`config.mk`:
```
export PLATFORM = sky130hd
export DESIGN_NAME = sync_fifo_flex
export DESIGN_NICKNAME = d
export VERILOG_FILES = /design/src/rtl/sync_fifo_pkg.sv /design/src/rtl/fifo_ram.sv /design/src/rtl/sync_fifo_flex.sv
export SDC_FILE = /design/constraint.sdc
export NUM_CORES = 1
export LEC_CHECK = 0
export ABC_CLOCK_PERIOD_IN_PS = 5100
export CAP_MARGIN = 15
export CORE_MARGIN = 2
export CORE_UTILIZATION = 40
export CTS_BUF_LIST = sky130_fd_sc_hd__clkbuf_8
export DETAILED_ROUTE_END_ITERATION = 10
export PLACE_DENSITY = 0.54
export SETUP_SLACK_MARGIN = 0.2
export SLEW_MARGIN = 20
export SYNTH_ARGS = -nofsm -noshare
export SYNTH_HDL_FRONTEND = slang
export SYNTH_HIERARCHICAL = 1
export SYNTH_SLANG_ARGS = --single-unit
```
`constraint.sdc`:
```
create_clock -name clk -period 5.1 [get_ports clk]
set_input_delay 0.765 -clock clk [delete_from_list [all_inputs] [get_ports clk]]
set_output_delay 0.765 -clock clk [all_outputs]
set_load 0.01 [all_outputs]
```
`src/rtl/sync_fifo_pkg.sv`:
```
// Shared types and helpers for the flexible synchronous FIFO.
// ptr_w gives the pointer width: the address bits plus one wrap bit.
package sync_fifo_pkg;

  typedef enum logic {
    FIFO_STD  = 1'b0,
    FIFO_FWFT = 1'b1
  } fifo_mode_e;

  function automatic int ptr_w(input int depth);
    return $clog2(depth) + 1;
  endfunction

endpackage

```
`src/rtl/fifo_ram.sv`:
```
// FIFO storage: one synchronous write port and one asynchronous read port.
// There is no reset, because flush and rst only move the pointers.
module fifo_ram #(
  parameter int WIDTH = 8,
  parameter int DEPTH = 16,
  localparam int AW   = $clog2(DEPTH)
) (
  input  logic             clk,
  input  logic             we,
  input  logic [AW-1:0]    waddr,
  input  logic [WIDTH-1:0] wdata,
  input  logic [AW-1:0]    raddr,
  output logic [WIDTH-1:0] rdata
);

  logic [WIDTH-1:0] mem_q [DEPTH];

  always_ff @(posedge clk) begin
    if (we) begin
      mem_q[waddr] <= wdata;
    end
  end

  assign rdata = mem_q[raddr];

endmodule

```
`src/rtl/sync_fifo_flex.sv`:
```
// Single-clock FIFO with registered-read or first-word-fall-through output,
// occupancy count, almost thresholds, sticky error flags and synchronous flush.
module sync_fifo_flex
  import sync_fifo_pkg::*;
#(
  parameter int         WIDTH     = 8,
  parameter int         DEPTH     = 16,
  parameter fifo_mode_e MODE      = FIFO_STD,
  parameter int         AF_THRESH = DEPTH - 2,
  parameter int         AE_THRESH = 2
) (
  input  logic                      clk,
  input  logic                      rst,
  input  logic                      flush,
  input  logic                      w_en,
  input  logic [WIDTH-1:0]          din,
  input  logic                      r_en,
  output logic [WIDTH-1:0]          dout,
  output logic                      dout_valid,
  output logic                      full,
  output logic                      empty,
  output logic                      almost_full,
  output logic                      almost_empty,
  output logic [ptr_w(DEPTH)-1:0]   count,
  output logic                      overflow,
  output logic                      underflow
);

  localparam int PW = ptr_w(DEPTH);
  localparam int AW = PW - 1;

  if ((DEPTH < 2) || ((DEPTH & (DEPTH - 1)) != 0)) begin : g_bad_depth
    $error("sync_fifo_flex: DEPTH must be a power of two and at least 2");
  end
  if ((AF_THRESH < 1) || (AF_THRESH > DEPTH)) begin : g_bad_af
    $error("sync_fifo_flex: AF_THRESH must lie in 1..DEPTH");
  end
  if ((AE_THRESH < 0) || (AE_THRESH > DEPTH - 1)) begin : g_bad_ae
    $error("sync_fifo_flex: AE_THRESH must lie in 0..DEPTH-1");
  end

  logic [PW-1:0]    w_ptr_q, w_ptr_d;
  logic [PW-1:0]    r_ptr_q, r_ptr_d;
  logic             overflow_q, overflow_d;
  logic             underflow_q, underflow_d;
  logic [WIDTH-1:0] dout_q, dout_d;
  logic             dout_valid_q, dout_valid_d;
  logic [WIDTH-1:0] ram_rdata;
  logic             rd_ok, wr_ok;

  // Status comes from the registered pointers only, never from this cycle's requests.
  always_comb begin
    count        = w_ptr_q - r_ptr_q;
    full         = (count == PW'(DEPTH));
    empty        = (count == '0);
    almost_full  = (count >= PW'(AF_THRESH));
    almost_empty = (count <= PW'(AE_THRESH));
  end

  // Handshake: w_en/r_en are requests, and wr_ok/rd_ok are their acceptance,
  // judged on pre-edge state. A rejected request outside flush sets the sticky
  // overflow/underflow flag. A full FIFO still takes a write when a read is
  // accepted in the same cycle.
  always_comb begin
    rd_ok = r_en && !empty && !flush;
    wr_ok = w_en && !flush && (!full || rd_ok);
  end

  always_comb begin
    w_ptr_d      = w_ptr_q;
    r_ptr_d      = r_ptr_q;
    overflow_d   = overflow_q;
    underflow_d  = underflow_q;
    dout_d       = dout_q;
    dout_valid_d = 1'b0;
    if (flush) begin
      w_ptr_d     = '0;
      r_ptr_d     = '0;
      overflow_d  = 1'b0;
      underflow_d = 1'b0;
    end else begin
      if (wr_ok) w_ptr_d = w_ptr_q + PW'(1);
      if (rd_ok) r_ptr_d = r_ptr_q + PW'(1);
      if (w_en && !wr_ok) overflow_d = 1'b1;
      if (r_en && !rd_ok) underflow_d = 1'b1;
    end
    if (rd_ok) begin
      dout_d       = ram_rdata;
      dout_valid_d = 1'b1;
    end
  end

  always_ff @(posedge clk or posedge rst) begin
    if (rst) begin
      w_ptr_q      <= '0;
      r_ptr_q      <= '0;
      overflow_q   <= 1'b0;
      underflow_q  <= 1'b0;
      dout_q       <= '0;
      dout_valid_q <= 1'b0;
    end else begin
      w_ptr_q      <= w_ptr_d;
      r_ptr_q      <= r_ptr_d;
      overflow_q   <= overflow_d;
      underflow_q  <= underflow_d;
      dout_q       <= dout_d;
      dout_valid_q <= dout_valid_d;
    end
  end

  fifo_ram #(
    .WIDTH (WIDTH),
    .DEPTH (DEPTH)
  ) u_ram (
    .clk   (clk),
    .we    (wr_ok),
    .waddr (w_ptr_q[AW-1:0]),
    .wdata (din),
    .raddr (r_ptr_q[AW-1:0]),
    .rdata (ram_rdata)
  );

  // In FWFT mode the head word is presented directly, without the output register.
  always_comb begin
    overflow  = overflow_q;
    underflow = underflow_q;
    if (MODE == FIFO_FWFT) begin
      dout       = ram_rdata;
      dout_valid = !empty;
    end else begin
      dout       = dout_q;
      dout_valid = dout_valid_q;
    end
  end

endmodule
```
### After elaboration in Yosys (flattened, before gate mapping)

Memory sizes are Yosys's and may differ from the RTL's. A register that Yosys moved wholly into a read port is not among the register bits.
Index checks and enable logic that the tools add are counted.

* register bits: 13
* memory bits (writable): 128
* input port bits: 13
* output and inout bits: 20
* logic and storage cells: 40
* memories kept: 1

Memory list
* u_ram.mem_q: words 16, width 8, rd ports 1, clocked after Yosys merged registers in 1, write ports 1, RTL line fifo_ram.sv:16 `logic [WIDTH-1:0] mem_q [DEPTH];`

* $add $sub $neg: 3
* $lt $le $gt $ge: 2
* eq/ne operators: 1
* multiplexer cells: 11
* reductions and logical operators: 17

Operators with widths (number)
* $mux W5: 4
* $add A5 B1 Y5 const B: 2
* $reduce_bool A2 Y1: 4
* $mux W1: 7
* $logic_and A1 B1 Y1: 6
* $eq A5 B5 Y1 const B: 1
* $ge A5 B4 Y1 const B: 1
* $le A5 B2 Y1 const B: 1
* $logic_not A1 Y1: 5
* $logic_not A5 Y1: 1
* $sub A5 B5 Y5: 1
* $logic_or A1 B1 Y1: 1

### Depth between registers and ports, before layout

Gate-level depths: netlist of the first run.

* depth in word-level cells: 11
* gate-level depth with buffers: 11
* depth with buffers taken out: 10

### Modules after synthesis

The synthesis of the first run kept the hierarchy.

By module, submodules not included
* fifo_ram: times used 1, cells each 221, area each 4987.3 um^2, seq. area each 3843.7 um^2
* sync_fifo_flex: times used 1, cells each 109, area each 1208.7 um^2, seq. area each 525.5 um^2

### Worst setup path after synthesis of the first run

Ideal clock, no wire load.

* path type: reg-to-reg
* from: reg w_ptr_q[0]
* to: mem u_ram.mem_q[0][0] (enable)
* library setup time: 0.383 ns
* arrival: 3.273 ns
* data required time: 4.717 ns
* setup slack: 1.443 ns
* stages on the path, launching flop included: 11
* path buffers: 0
* period minus slack after synthesis: 3.657 ns
* cells stage by stage: dfrtp_1 -> inv_1 -> ha_1 -> fa_1 -> xnor2_2 -> nor2_2 -> mux2i_4 -> o31ai_4 -> nor2_1 -> or3b_2 -> nor3_1

* word-level cells in the longest chain between the ends: 9
* elaborated cells on any way between the ends: 11
* classes of those cells: add/sub: 1; eq/ne: 1; mux: 2; reduce/logical: 7

Ends and longest elaborated chain
* start, declared: RTL line sync_fifo_flex.sv:42 `logic [PW-1:0] w_ptr_q, w_ptr_d;`
* start signal, assigned: RTL line sync_fifo_flex.sv:102 `w_ptr_q <= w_ptr_d;`
* $sub A5 B5 Y5 *: RTL line sync_fifo_flex.sv:53 `count = w_ptr_q - r_ptr_q;`
* named net count[2]: RTL line sync_fifo_flex.sv:24 `output logic [ptr_w(DEPTH)-1:0] count,`
* $logic_not A5 Y1: RTL line sync_fifo_flex.sv:55 `empty = (count == '0);`
* $logic_not A1 Y1: RTL line sync_fifo_flex.sv:65 `rd_ok = r_en && !empty && !flush;`
* $logic_and A1 B1 Y1 (2 in a row): RTL line sync_fifo_flex.sv:65
* $logic_or A1 B1 Y1 *: RTL line sync_fifo_flex.sv:66 `wr_ok = w_en && !flush && (!full || rd_ok);`
* $logic_and A1 B1 Y1 *: RTL line sync_fifo_flex.sv:66
* named net wr_ok: RTL line sync_fifo_flex.sv:49 `logic rd_ok, wr_ok;`
* $mux W1 *: RTL line fifo_ram.sv:19 `if (we) begin`
* $mux W1 (implied by the code) *: RTL line fifo_ram.sv:20 `mem_q[waddr] <= wdata;`
* end, declared: RTL line fifo_ram.sv:16

The timed path passes the listed nets; every way through them passes the cells marked *.

### Worst setup path after layout of the first run

* from: reg w_ptr_q[0]
* to: out almost_empty

* word-level cells in the longest chain between the ends: 2

Ends and longest elaborated chain
* $sub A5 B5 Y5: RTL line sync_fifo_flex.sv:53
* $le A5 B2 Y1: RTL line sync_fifo_flex.sv:57 `almost_empty = (count <= PW'(AE_THRESH));`
* end, declared: RTL line sync_fifo_flex.sv:23 `output logic almost_empty,`

Every way passes these cells.

==> flow_summary.ini, run 1 <==
[logic_synthesis]
synth_nets = 350
syn_area_um2 = 6200
ys_ff_latch = 149
synth_edf_count = 128
ys.flop_type = edfxtp_1
syn_avg_cell_area_um2 = 18.8
synth_area_leaders = edfxtp_1 (62%), dfrtp_1 (8.5%), mux4_2 (6.5%), mux4_1 (5.9%), a22oi_1 (1.9%)
netlist.area_leader.share = 0.620
ys.warnings.count = 6
synth-async-reset-ratio = 0.141
syn_inst = 330
synth_seq_area_share = 0.705
synth_top_cell_by_area = edfxtp_1
synth_cell_types = 45

[die]
core_area_um2 = 15100
rows = 45
die_h_um = 128
initial_utilization = 0.409
io_pins = 33
die_x_um = 128
dieArea_um2 = 16500

[sta]
slew-limit-headroom = 0.450
setup_viol = 0
fin_crit_sh = 0.825
rsz0062_at_grt = false
slew_viol_final = 0
holdWs_ns = 0.500
min_period_ns = 4.21
tns_ns = 0
final_hold_viol_count = 0
tightest_slew_ns = 0.822
fmax_mhz = 238
clock_skew_ns = 0.0108

[worst_hold_path]
hp-class = register to register
whs_path_depth = 2

[power]
p_leak_nw = 2.40
power_density_nw_per_um2 = 467
combPwrFrac = 0.284
switching_share = 0.278
seqPwrFrac = 0.431
p_sw_mw = 0.926
vdd.ir_drop.worst_mv = 0.181
clockPowerShare = 0.285
p_int_mw = 2.40
power_mw = 3.33

[setup_path]
path_delay_family = buffers and inverters
worstPathCellList = inv_1 > ha_1 > fa_1 > nand2b_1 > a21oi_2 > xor2_2 > inv_2 > a2111oi_0 > clkdlybuf4s50_1
arrival_ns = 3.45
max_stage_delay_ns = 0.61
crit_cells = 9
cp_slowest_cell = clkdlybuf4s50_1
r2r.worst_path.cells = 10
cp-end-kind = output pin
crit_type = register to output pin
path_buf_inv = 3
crit_fanout = 10
critPathRequiredTime_ns = 4.34
start_kind = register

[grt]
grt_usage = 0.159
grt_max_degree = 36
grt_pass1_vias = 3048
grt_pass1_wl_mm = 18.6
grt_overflow = 0
antenna_found_initial = 0

[routing]
final_antenna_net_count = 0
dr.pass1.iters = 4
drc = 0
routedWlPerCell_um = 21.5
viasPerCell = 5.45
drt_iter0_drc = 153
vias = 3141
wirelength_mm = 12.4

[cts]
clock_sinks = 149
clockBufferDepth = 2
cts_root_buffer = clkbuf_8
clk_pin_slew_ns = 0.08
htreeDepth = 4
postCtsSetupRepairBufs = 0
cts_tree = yes
cts_made_buffers = 17
cts_hold_buf = 0
insertion_delay_ns = 0.43
post_cts_resized = 0

[layout]
fin_util = 0.470
final_nets = 395
area_growth_pct = 14.9
ff_latch_area_um2 = 4370
drive_gt1_frac = 0.196
multi_input_area_um2 = 1680
n_antenna_cell = 0
postLayoutCellArea_um2 = 7120
fillers = 1270

[place]
port_buffers = 32
dpl_cell_area_um2 = 6700
place.gp.congestion = 0.754
dp_hpwl_mm = 8.02

[job]
cap_violations = 0

[outcome]
status = finished, final reports clean
==> cell usage after synthesis, drive strengths merged, types with 2 or more instances <==
library cell,instances
clkdlybuf4s25,3
xnor2,3
a21oi,8
nor3,5
inv,11
o21ai,7
nand2,12
edfxtp,128
a22oi,16
nand2b,3
mux2,8
nand3b,2
dfrtp,21
or3,4
ha,6
nor2,26
mux2i,3
mux4,32
nand3,5
o211ai,2
buf,8
nor2b,2
xor2,4
==> cell type report <==
| cell class | count | share of cell area |
|---|---|---|
| Clock buffer | 17 | 0.0329 |
| Clock inverter | 15 | 0.0265 |
| Inverter | 11 | 0.00580 |
| Multi-Input combinational cell | 158 | 0.237 |
| Sequential cell | 149 | 0.614 |
| Tap cell | 188 | 0.0330 |
| Timing Repair Buffer | 38 | 0.0513 |
==> power by group through the flow <==
stage | clock (mW) | combinational [mW] | sequential [mW]
4_1_cts | 0.977 | 0.960 | 1.44
6_report | 0.946 | 0.945 | 1.43
2_1_floorplan | 0 | 0.602 | 1.47
3_3_place_gp | 0 | 0.949 | 1.46
3_5_place_dp | 0 | 0.957 | 1.46
5_1_grt | 1.02 | 1.02 | 1.44
==> kinds of logic after synthesis <==
| kind of cell | Yosys count | synth area share |
|---|---|---|
| mux | 43 | 0.151 |
| buf+inv | 23 | 0.0230 |
| simple gates | 65 | 0.0511 |
| fa+ha+maj | 7 | 0.0153 |
| xor+xnor | 7 | 0.0123 |
| flops | 149 | 0.705 |
| compound gates | 36 | 0.0420 |
==> routing by layer <==
| layer | track usage | up-vias | wire (um) |
|---|---|---|---|
| li1 | - | 1413 | - |
| met1 | 0.222 | 1626 | 5720 |
| met2 | 0.242 | 94 | 5890 |
| met3 | 0.0391 | 8 | 645 |
| met4 | 0.0608 | 0 | 141 |
| met5 | 0 | - | 0 |
==> metrics by stage <==
stage | instances | setup slack, ns
after global placement | 544 | 1.40
after CTS | 576 | 0.812
after floorplan | 330 | 1.44
after global routing | 576 | 0.649
after detailed placement | 544 | 1.23
final | 576 | 0.890
==> sequential cells by signal (all words and copies together), names as in the netlist <==
signal	flops
u_ram/mem_q	128
underflow	1
overflow	1
r_ptr_q	5
dout_valid	1
w_ptr_q	5
dout	8
==> worst paths after layout <==
check / end / slack [ns] / start
setup / recovery: almost_empty / 0.89 / w_ptr_q[0]
hold / removal: underflow / 0.50 / underflow
setup reg to reg: u_ram/mem_q[1][0] / 1.23 / w_ptr_q[0]
hold reg to reg: underflow / 0.50 / underflow
max in group asynchronous: r_ptr_q[0] / 3.75 / rst
min in group asynchronous: w_ptr_q[1] / 0.79 / rst
==> tightest hold or removal path: stages (launching register included) <==
cell,delay (ns)
dfrtp_1,0.35
a21oi_1,0.05
nor2_1,0.07
==> cell usage in the layout (no fill, tap or decap), types with 2 or more instances in the layout <==
cell             instances
mux4_1                  14
xnor2_1                  2
or3_1                    3
clkinv_2                 3
mux4_2                  18
dfrtp_1                 20
nor2b_1                  2
bufinv_16                4
edfxtp_1               128
nand2_1                 12
o21ai_2                  2
nor2_1                  25
nand2b_1                 3
clkinvlp_4               5
inv_1                   11
xor2_1                   3
a21oi_1                  7
a22oi_1                 16
ha_1                     6
clkbuf_8                17
mux2_4                   8
nand3_1                  5
nor3_1                   5
buf_4                    6
o211ai_1                 2
o21ai_0                  5
mux2i_1                  2
clkdlybuf4s50_1         32
nand3b_1                 2
(Power assumes the default switching activity.)
==> run 2: changes to the inputs <==
- ABC_CLOCK_PERIOD_IN_PS: 5100 -> 4000
- clock period: 5.1 -> 4 ns (I/O delays scaled with it)
==> flow_summary.ini, run 2 (synthesis results as in run 1) <==
[outcome]
status = finished, final reports clean

[sta]
min_period_ns = 3.69
slew-limit-headroom = 0.416
setup_viol = 0
tightest_slew_ns = 0.873
fin_crit_sh = 0.922
clock_skew_ns = 0.0119
holdWs_ns = 0.500
tns_ns = 0
rsz0062_at_grt = true
final.setup.worst_slack_ns = 0.314
final_hold_viol_count = 0
slew_viol_final = 0
fmax_mhz = 271

[job]
cap_violations = 0

[routing]
vias = 3124
drc = 0
routedWlPerCell_um = 21.2
dr.pass1.iters = 6
final_antenna_net_count = 0
drt_iter0_drc = 244
viasPerCell = 5.37
wirelength_mm = 12.3

[die]
core_area_um2 = 15100
die_h_um = 128
rows = 45
dieArea_um2 = 16500
io_pins = 33
initial_utilization = 0.409
die_x_um = 128

[worst_hold_path]
hold_start = underflow
hp-class = register to register

[place]
dp_hpwl_mm = 8.05
dpl_cell_area_um2 = 6730
dp_slack_ns = 0.311
place.gp.congestion = 0.783
placed_cells = 549
port_buffers = 32

[layout]
postLayoutCellArea_um2 = 7150
most-common-layout-cells = edfxtp_1 (128), clkdlybuf4s50_1 (31), nor2_1 (24), dfrtp_1 (19), mux4_2 (18)
final_nets = 401
regMostFlops = u_ram/mem_q
fillers = 1256
multi_input_area_um2 = 1700
mostFrequentLayoutCell = edfxtp_1
fin_cells = 582
ff_latch_area_um2 = 4370
drive_gt1_frac = 0.206
largest_reg_flops = 128
n_antenna_cell = 0
area_growth_pct = 15.4

[cts]
cts_made_buffers = 17
cts_tree = yes
clockBufferDepth = 2
htreeDepth = 4
clk_pin_slew_ns = 0.07
clock_sinks = 149
cts_root_buffer = clkbuf_8
insertion_delay_ns = 0.44

[grt]
antenna_found_initial = 0
grt_usage = 0.162
grt_pass1_wl_mm = 19.0
grt_max_degree = 36
grt_pass1_vias = 3150
grt_overflow = 0

[setup_path]
arrival_ns = 3.75
crit_fanout = 10
crit_type = register to register
r2r_setup_slack_ns = 0.31
crit_path_start = w_ptr_q[0]
start_kind = register
cp-end-kind = register
critPathRequiredTime_ns = 4.06
reg2reg_from = w_ptr_q[0]

[power]
power_density_nw_per_um2 = 584
vdd.ir_drop.worst_mv = 0.263
p_leak_nw = 2.44
## run 2: area by class of cell
class,instances,area share
Timing Repair Buffer,44,0.0572
Clock inverter,15,0.0228
Sequential cell,149,0.611
Tap cell,188,0.0329
Multi-Input combinational cell,158,0.237
Inverter,11,0.00578
Clock buffer,17,0.0327
## run 2: final timing paths
path | cells after the start | endpoint
max | 10 | u_ram/mem_q[15][1]
min | 2 | underflow
max reg2reg | 10 | u_ram/mem_q[15][1]
min reg2reg | 2 | underflow
max in group asynchronous | 2 | w_ptr_q[0]
min in group asynchronous | 2 | dout_valid
## run 2: worst max-delay path: stages, from the launching register on
cell	delay, ns
dfrtp_2	0.47
inv_1	0.10
ha_1	0.25
fa_1	0.43
xnor2_2	0.32
nor2_2	0.10
mux2i_4	0.29
o31ai_4	0.12
nor2_1	0.28
nand3_1	0.23
nor2_1	0.72
## run 2: repair_timing
item / CTS / global route
hold buffers: 0 / 0
buffers inserted: 1 / 0
resized for setup: 2 / 2
endpoints found under the setup margin: 3 / 10
## run 2: routing by layer
| metal | vias up | GRT usage | share of wire |
|---|---|---|---|
| met4 | 0 | 0.0543 | 0.013 |
| met1 | 1605 | 0.214 | 0.45 |
| met3 | 8 | 0.0432 | 0.046 |
| met2 | 81 | 0.261 | 0.49 |
| li1 | 1430 | - | - |
| met5 | - | 0 | 0 |
## run 2: power by group
group | internal (mW) | switching (mW) | leakage, nW
clock | 0.611 | 0.529 | 0.213
combinational | 0.623 | 0.595 | 0.807
sequential | 1.77 | 0.0507 | 1.42
total | 3.00 | 1.18 | 2.44
## run 2: through the flow
step	total power [mW]	utilization
after floorplan	2.64	-
after global placement	3.08	0.445
after detailed placement	3.09	0.445
after CTS	4.24	0.471
after global routing	4.39	0.472
final	4.18	0.472
==> run 3: changes to the inputs <==
- SLEW_MARGIN: 20 -> 10
==> results of run 3 <==
No change in the layout: final DEF, timing and power equal those of run 2.
==> RTL edit (settings of run 2) <==
`DEPTH` is set to 16 in 2 places; all go to 8.
--- a/src/rtl/fifo_ram.sv
+++ b/src/rtl/fifo_ram.sv
@@ -2,7 +2,7 @@
 // There is no reset, because flush and rst only move the pointers.
 module fifo_ram #(
   parameter int WIDTH = 8,
-  parameter int DEPTH = 16,
+  parameter int DEPTH = 8,
   localparam int AW   = $clog2(DEPTH)
 ) (
   input  logic             clk,
--- a/src/rtl/sync_fifo_flex.sv
+++ b/src/rtl/sync_fifo_flex.sv
@@ -4,7 +4,7 @@
   import sync_fifo_pkg::*;
 #(
   parameter int         WIDTH     = 8,
-  parameter int         DEPTH     = 16,
+  parameter int         DEPTH     = 8,
   parameter fifo_mode_e MODE      = FIFO_STD,
   parameter int         AF_THRESH = DEPTH - 2,
   parameter int         AE_THRESH = 2
Interface: changed (resized count); port bits go from 33 to 32. No check against the original RTL was run, so the function may have changed too.
==> RTL edit against run 2 <==
Synthesized area is 42% lower. Cell count down 39%. Count of clock-buffer cells in the layout fell by 8. Die area decreased by 41%. Power is 36% lower. Highest routed layer unchanged. Wire length fell by 48%. Setup slack improved by 0.33 ns. Final area is 40% lower. Sequential cell count shrank 66.
==> RTL edit: results (changes against run 2) <==
* Filler Cell Count at 707 (was 1256)
* Met3 usage at 3.83% (was 4.32%)
* Clock-cell share at 5.42% (was 5.55%)
* Met2 usage at 21.4% (was 26.1%)
* CTS H-tree depth at 3 (was 4)
* Non-clock buffers at 38 (was 44)
* First-pass GRT wire length at 10.2 mm (was 19.0 mm)
* Met1 Use GR at 20.1% (was 21.4%)
* Non-clk buf share at 8.49% (was 5.72%)
* Worst R2R Setup Slack at 0.64 ns (was 0.31 ns)
* Outcome: finished, final reports clean (unchanged)
* Clock skew at 0.0102 ns (was 0.0119 ns)
* Initial antenna violation count at 0 (unchanged)
* Final WL at 6.44 mm (was 12.3 mm)
* Post-DP HPWL at 4.22 mm (was 8.05 mm)
* Initial DRC count at 79 (was 244)
* Largest net degree at the start of global routing at 20 (was 36)
* Dpl cell area at 0.00404 mm^2 (was 0.00673 mm^2)
* Largest fanout on the critical path at 8 (was 10)
* Cell variety after synth at 38 (was 45)
* Synthesized Nets at 222 (was 350)
* GRT Util Overall at 14.3% (was 16.2%)
* Syn Area/Cell at 17.7 um^2 (was 18.8 um^2)
* Sequential element share of the synthesized area at 66.7% (was 70.5%)
* EDFF count, synth at 64 (was 128)
* Post-synth top cells: edfxtp_1 (64), dfrtp_1 (19), nor2_1 (18) (was edfxtp_1 (128), nor2_1 (25), dfrtp_1 (21))
* Register area at 0.00240 mm^2 (was 0.00437 mm^2)
* Top area cells in the synthesized netlist: edfxtp_1 (53%), dfrtp_1 (13%), mux4_1 (11%), mux2_4 (3.3%), mux2_2 (2.5%) (was edfxtp_1 (62%), dfrtp_1 (8.5%), mux4_2 (6.5%), mux4_1 (5.9%), a22oi_1 (1.9%))
* Async set-reset flop share out of synthesis at 22.9% (was 14.1%)
* R2r worst-path depth at 9 (was 10)
* Routability cong. at 0.726 (was 0.783)
* Area added between synthesis and finish at 18.8% (was 15.4%)
* Worst skew pair latency at 0.34 ns (was 0.44 ns)
* Worst slew pin tran at 0.981 ns (was 0.873 ns)
* Nets at 264 (was 401)
* CP max stage delay at 0.77 ns (was 0.72 ns)
* Clock buf count at 9 (was 17)
* Num CTS Buffers at 9 (was 17)
* Via density at 5.11 (was 5.37)
* Share of cells above drive strength 1 at 16.9% (was 20.6%)
* HP Start: overflow$_DFFE_PP0P_ (was underflow$_DFFE_PP0P_)
* Max FFs per register at 64 (was 128)
* Postcts setup bufs at 0 (was 1)
* Antenna Diode Count at 0 (unchanged)
* WHS Endpoint: overflow$_DFFE_PP0P_ (was underflow$_DFFE_PP0P_)
* Vias in the first global route at 1828 (was 3150)
* Worst R2R End: u_ram/mem_q[1][4]$_DFFE_PP_ (was u_ram/mem_q[15][1]$_DFFE_PP_)
* Multi-input combinational area share at 25.7% (was 23.7%)
* Leak Pwr at 1.55 nW (was 2.44 nW)
* Multi-input gates at 100 (was 158)
* I/O Buffers at 31 (was 32)
* Worst path arrival time at 3.32 ns (was 3.75 ns)
* Inverters at 13 (was 11)
* DRT Pass-1 Iters at 4 (was 6)
* Clk sink count at 83 (was 149)
* VDD IR max at 0.000291 V (was 0.000263 V)
==> RTL edit: cell types whose count changed after synthesis, sizes merged, moves of 5 or more <==
cell	before	now
a22oi	16	0
mux2	8	17
nor2	26	19
edfxtp	128	64
mux4	32	16
nand2	12	2
o21ai	7	2
==> RTL edit: kinds of logic (layout without fill, tap and decap cells) <==
group | Yosys count | count (layout) | synth area share (%)
AOI/OAI and AO/OA | 16 | 16 | 3.27
DFF | 83 | 83 | 66.7
xor gates and xnor gates | 5 | 5 | 1.22
and+or+nand+nor | 38 | 38 | 5.40
adders and majority gates | 6 | 6 | 2.30
buffers and inverters | 20 | 66 | 2.82
muxes | 35 | 35 | 18.3
==> RTL edit: stage by stage <==
stage | instances | setup slack, ns | total power, mW | hold slack, ns
2_1_floorplan | 203 | 1.06 | 1.66 | 0.529
3_3_place_gp | 342 | 0.784 | 2.02 | 0.482
3_5_place_dp | 342 | 0.664 | 2.02 | 0.495
4_1_cts | 357 | 0.642 | 2.72 | 0.512
5_1_grt | 357 | 0.449 | 2.82 | 0.529
6_report | 357 | 0.642 | 2.68 | 0.507
==> RTL edit: critical path: cells and delay by family, from the launching register on <==
kind	cells	cell delay, ns
simple gates	4	1.26
fa+ha+maj	2	0.62
flops	1	0.49
compound gates	1	0.32
xor+xnor	1	0.18
buf+inv	1	0.11
==> RTL edit: power breakdown <==
part           internal, mW  leakage, nW  switching (mW)
logic                 0.510        0.608           0.413
registers              1.02        0.822          0.0549
clock network         0.409        0.120           0.278
total                  1.94         1.55           0.746
==> RTL edit: metal layers <==
metal  routed length [um]  vias to the layer above  share of wire, %
li1                     -                      870                 -
met1                 3140                      913                49
met2                 2960                       35                46
met3                  249                        8               3.9
met4                   95                        0               1.5
met5                    0                        -                 0
